[config.mk]
export PLATFORM = sky130hd
export DESIGN_NAME = serial_to_parallel_buffer
export DESIGN_NICKNAME = d
export VERILOG_FILES = /design/src/rtl/serial_to_parallel_buffer_pkg.sv /design/src/rtl/serial_to_parallel_buffer_inactivity_timer.sv /design/src/rtl/serial_to_parallel_buffer.sv
export SDC_FILE = /design/constraint.sdc
export NUM_CORES = 1
export LEC_CHECK = 0
export BUFFER_PORTS_ARGS = -buffer_cell sky130_fd_sc_hd__buf_2
export CAP_MARGIN = 5
export CORE_MARGIN = 1
export CORE_UTILIZATION = 24
export DETAILED_ROUTE_END_ITERATION = 7
export PLACE_DENSITY_LB_ADDON = 0.12
export SLEW_MARGIN = 15
export SYNTH_ARGS = -nofsm -noshare
export SYNTH_HDL_FRONTEND = slang
export SYNTH_SLANG_ARGS = --single-unit
[constraint.sdc]
create_clock -name clk -period 5.1 [get_ports clk]
set_clock_uncertainty 0.2 [all_clocks]
set_input_delay 0.255 -clock clk [delete_from_list [all_inputs] [get_ports clk]]
set_output_delay 0.255 -clock clk [all_outputs]
set_load 0.03 [all_outputs]
[src/rtl/serial_to_parallel_buffer_pkg.sv]
// serial_to_parallel_buffer_pkg: shared constants, state encoding and terminator test
package serial_to_parallel_buffer_pkg;
  localparam logic [7:0] CR = 8'h0D;
  localparam logic [7:0] LF = 8'h0A;
  localparam logic [7:0] PAD = 8'h00;
  localparam int MAX_BYTES_DEFAULT = 10;
  typedef enum logic [1:0] {IDLE, COLLECT, DISCARD} state_t;
  function automatic logic is_term(input logic [7:0] b);
    return (b == CR) || (b == LF);
  endfunction
endpackage

[src/rtl/serial_to_parallel_buffer_inactivity_timer.sv]
// inactivity_timer: saturating idle counter that pulses expire on the cycle it reaches the limit
module inactivity_timer #(
  parameter int TIMEOUT_CYCLES = 1200000
) (
  input  logic clk,
  input  logic rst_n,
  input  logic clear,
  input  logic enable,
  output logic expire
);
  localparam int W = $clog2(TIMEOUT_CYCLES + 1);
  logic [W-1:0] cnt;
  // expire fires on the edge that would bring the count to the limit; a new byte always wins
  assign expire = enable && !clear && (cnt == W'(TIMEOUT_CYCLES - 1));
  // count idle cycles while enabled, restart on every received byte, hold at the limit
  always_ff @(posedge clk or negedge rst_n) begin
    if (!rst_n) cnt <= '0;
    else if (clear) cnt <= '0;
    else if (enable && cnt != W'(TIMEOUT_CYCLES)) cnt <= cnt + 1'b1;
  end
endmodule

[src/rtl/serial_to_parallel_buffer.sv]
// serial_to_parallel_buffer: assembles terminator-delimited UART bytes into a held parallel frame
module serial_to_parallel_buffer
  import serial_to_parallel_buffer_pkg::*;
#(
  parameter int MAX_BYTES = MAX_BYTES_DEFAULT,
  parameter int TIMEOUT_CYCLES = 1200000
) (
  input  logic                   clk,
  input  logic                   rst_n,
  input  logic                   rx_valid,
  input  logic [7:0]             rx_byte,
  input  logic                   frame_ready,
  output logic                   frame_valid,
  output logic [8*MAX_BYTES-1:0] frame_data,
  output logic [3:0]             frame_len,
  output logic                   buffer_active,
  output logic                   overflow_err,
  output logic                   lost_err
);
  localparam int CW = $clog2(MAX_BYTES + 1);
  localparam logic [8*MAX_BYTES-1:0] EMPTY = {MAX_BYTES{PAD}};
  state_t state, state_n;
  logic [CW-1:0] count, count_n;
  logic [8*MAX_BYTES-1:0] work, work_n, first_byte;
  logic term, expire, complete, overflow_n;
  assign term = is_term(rx_byte);
  assign first_byte = {rx_byte, {(MAX_BYTES-1){PAD}}};
  assign buffer_active = state != IDLE;
  inactivity_timer #(.TIMEOUT_CYCLES(TIMEOUT_CYCLES)) u_timer (
    .clk(clk), .rst_n(rst_n), .clear(rx_valid), .enable(buffer_active), .expire(expire)
  );
  // assembly FSM: next state, working register and completion/overflow decisions
  always_comb begin
    state_n = state;
    count_n = count;
    work_n = work;
    complete = 1'b0;
    overflow_n = 1'b0;
    case (state)
      IDLE: if (rx_valid && !term) begin
        work_n = first_byte;
        count_n = CW'(1);
        state_n = COLLECT;
      end
      COLLECT: if (expire || (rx_valid && (term || count == CW'(MAX_BYTES)))) begin
        complete = rx_valid && term;
        overflow_n = rx_valid && !term;
        state_n = overflow_n ? DISCARD : IDLE;
        work_n = EMPTY;
        count_n = '0;
      end else if (rx_valid) begin
        work_n = work | (first_byte >> (8 * count));
        count_n = count + 1'b1;
      end
      DISCARD: if (expire || (rx_valid && term)) state_n = IDLE;
      default: state_n = IDLE;
    endcase
  end
  // assembly state and working register
  always_ff @(posedge clk or negedge rst_n) begin
    if (!rst_n) begin
      state <= IDLE;
      count <= '0;
      work <= EMPTY;
    end else begin
      state <= state_n;
      count <= count_n;
      work <= work_n;
    end
  end
  // output holding register with handshake and error pulses
  always_ff @(posedge clk or negedge rst_n) begin
    if (!rst_n) begin
      frame_valid <= 1'b0;
      frame_data <= EMPTY;
      frame_len <= '0;
      overflow_err <= 1'b0;
      lost_err <= 1'b0;
    end else begin
      overflow_err <= overflow_n;
      lost_err <= complete && frame_valid && !frame_ready;
      if (complete && (!frame_valid || frame_ready)) begin
        frame_valid <= 1'b1;
        frame_data <= work;
        frame_len <= 4'(count);
      end else if (frame_ready) frame_valid <= 1'b0;
    end
  end
endmodule

==> qor.csv <==
stage,metric,value,unit
global_routing,GRT Total Usage,0.135,
setup_path,reg-to-reg endpoint,work[10]$_DFFE_PN0P_,
floorplanning,I/O pin total,100,
power_and_ir_drop,worst vdd ir,0.267,mV
setup_path,CP required,5.21,ns
place,placer's final routability congestion estimate,0.717,
synth,Post-synth top flop,dfrtp_1,
hold_path,Hold Path End,work[41]$_DFFE_PN0P_,
place,HPWL Detailed,14300,um
global_routing,largest net degree at the start of global routing,103,
global_routing,first-pass GRT wire length,36500,um
finish,Layout area overhead,18.8,%
floorplanning,initial core utilization,0.244,
floorplanning,Std-Cell Rows,67,
synth,Ys Warns,0,
sta,Final Hold Viols,0,
synth,async set-reset flop share out of synthesis,1.00,
synth,"top cells by count, synth","194 x dfrtp_1, 124 x nor2_1, 60 x mux2_1",
clock_tree,CTS root buffer,clkbuf_16,
setup_path,worst reg2reg path depth,6,
sta,setup_tns,0,ns
synth,library cells used by synthesis,55,
sta,Tcrit/Tclk final,0.658,
setup_path,critical setup path kind,register to register,
floorplanning,Die Y,187,um
sta,Final setup viols,0,
sta,crit path time final,3.35,ns
setup_path,Reg2Reg Launch Point,u_timer.cnt[16]$_DFFE_PN0P_,
global_routing,grt total ovfl,0,
detailed_routing,drt total wl,22900,um
setup_path,critical path endpoint category,register,
clock_tree,latest clock arrival within the worst-skew pair,0.44,ns
detailed_routing,initial DRC count,399,
sta,maximum clock rate,0.298,GHz
setup_path,arrival time at the worst endpoint,3.47,ns
detailed_routing,via count,5642,
sta,Worst slew margin,0.252,
synth,Syn Inst Count,697,
sta,Slew @ Worst Pin,1.11,ns
sta,final-report max-slew violation count,0,
status,outcome,finished clean,
floorplanning,core area,33600,um2
finish,share of cells above drive strength 1,0.215,
finish,"Net count, final",790,
clock_tree,post-CTS sizing,0,
detailed_routing,DRC,0,
detailed_routing,DR WL/cell,18.6,um
sta,unrepaired setup endpoints after global routing,false,
clock_tree,"CTS clk-pin slew, worst paths",0.08,ns
setup_path,critical-path maximum fanout,52,
place,placed cell areas,9110,um2
synth,synthesis-stage register bit count,194,
clock_tree,total CTS buffers,17,
hold_path,hold depth,3,
global_routing,initial antenna violation count,0,
finish,post-route cell area,9760,um2
clock_tree,CTS tree,built,
finish,final core occ,0.290,
synth,Synth top area share,0.591,
place,pre-CTS setup slack,1.75,ns
power_and_ir_drop,pwr dens,436,nW/um2
synth,"EDFF count, synth",0,
synth,most common cell in the netlist,dfrtp_1,
synth,sequential area share after synthesis,0.591,
setup_path,Startpoint Class,register,
floorplanning,die area,35000,um2
detailed_routing,Via density,4.57,
clock_tree,H-tree levels,4,
sta,setup ws final,1.75,ns
detailed_routing,Routed Antenna Nets,0,
synth,Area contributors post-synth,"dfrtp_1 59%, mux2_1 8.2%, nor2_1 5.7%",
floorplanning,Die W,187,um
job,max_cap viols,0,
global_routing,number of global-route vias before repair,5853,
synth,syn nets,713,
hold_path,Hold Startpoint,rx_byte[1],
hold_path,hold crit path type,input port to register,
place,Port-buffer cells,99,
clock_tree,clock sinks,194,
clock_tree,Clock Tree Buf Depth,2,
synth,post-synth top area cell,dfrtp_1,
setup_path,R2R setup slack,1.75,ns
finish,Ant. Diodes,0,
synth,Syn Std Cell Area,8210,um2
synth,syn_area_per_cell,11.8,um2
detailed_routing,DRT Pass-1 Iters,5,
power_and_ir_drop,Pleak,4.78,nW
[worst max-delay path by stage]
| stage | startpoint | slack [ns] | to | cells after the start |
|---|---|---|---|---|
| 2_1_floorplan | rx_byte[0] | 2.52 | frame_data[19]$_DFFE_PN0P_ | 8 |
| 3_3_place_gp | u_timer.cnt[15]$_DFFE_PN0P_ | 1.73 | work[19]$_DFFE_PN0P_ | 6 |
| 3_5_place_dp | u_timer.cnt[15]$_DFFE_PN0P_ | 1.75 | work[21]$_DFFE_PN0P_ | 6 |
| 4_1_cts | u_timer.cnt[16]$_DFFE_PN0P_ | 1.69 | work[10]$_DFFE_PN0P_ | 6 |
| 5_1_grt | u_timer.cnt[16]$_DFFE_PN0P_ | 1.43 | work[10]$_DFFE_PN0P_ | 6 |
| 6_report | u_timer.cnt[16]$_DFFE_PN0P_ | 1.75 | work[10]$_DFFE_PN0P_ | 6 |
[registers in the layout, indices dropped and copies added (netlist names)]
name / count
lost_err: 1
frame_valid: 1
state: 2
frame_data: 80
frame_len: 4
u_timer.cnt: 21
count: 4
overflow_err: 1
work: 80
[cells by family after synthesis]
family | after synthesis | share of synthesized area
and+or+nand+nor | 221 | 0.124
DFF | 194 | 0.591
AOI/OAI and AO/OA | 113 | 0.103
muxes | 86 | 0.118
buffers and inverters | 63 | 0.0408
xor gates and xnor gates | 16 | 0.0171
adders and majority gates | 4 | 0.00610
[critical path: stages (launching register included)]
cell and delay, ns:
dfrtp_1 0.42, nor4b_1 0.36, nand4b_1 0.49, o31a_1 0.55, nor3_4 0.74, buf_12 0.34
nor2_1 0.09
[timing repair]
action | in CTS | in global routing
endpoints found under the setup margin | 0 | 0
setup buffers | 0 | 0
hold buffers | 2 | 0
endpoints found under the hold margin | 103 | 0
[routing by layer]
layer  vias up  global-route usage  routed length, um
li1       2665                   -                  -
met1      2854               0.192              11100
met2       112               0.212              10700
met3        11              0.0248                880
met4         0              0.0344                204
met5         -                   0                  0
[through the flow]
| stage | hold WS (ns) | cells | power, mW |
|---|---|---|---|
| after floorplan | -0.241 | 697 | 2.50 |
| after global placement | 0.250 | 1201 | 2.85 |
| after detailed placement | 0.238 | 1201 | 2.85 |
| after CTS | 0.0570 | 1235 | 4.31 |
| after global routing | 0.0704 | 1235 | 4.50 |
| final | 0.0620 | 1235 | 4.25 |
[cell usage in the layout (no fill, tap or decap), drive strengths merged, types with 3 or more instances in the layout]
master	n
nand2b	3
clkbuf	21
ha	4
nand3	10
nor3	14
xnor2	11
or3	7
o31ai	3
mux2	84
dfrtp	194
o211ai	3
a31oi	33
o21ai	6
a41oi	39
nand2	27
a22o	7
a21oi	4
nor3b	7
o21a	4
nand4	6
nor4	6
clkinv	6
buf	106
xor2	5
and3	6
nor2	124
inv	16
[area by class of cell]
class	count	area [um2]
clock inverters	12	168
multi-input cells	440	3060
clock buffers	20	457
well taps	448	561
fillers	3493	23900
flip-flops and latches	194	4850
repair buffers	109	609
inverters	12	45.0
[power breakdown]
part / internal [mW] / leakage [nW] / switching, mW / total (mW)
Clock: 0.773 / 0.305 / 0.677 / 1.45
Sequential: 1.74 / 2.67 / 0.204 / 1.95
Combinational: 0.273 / 1.81 / 0.584 / 0.857
Total: 2.79 / 4.78 / 1.46 / 4.25
(Power assumes the default switching activity.)
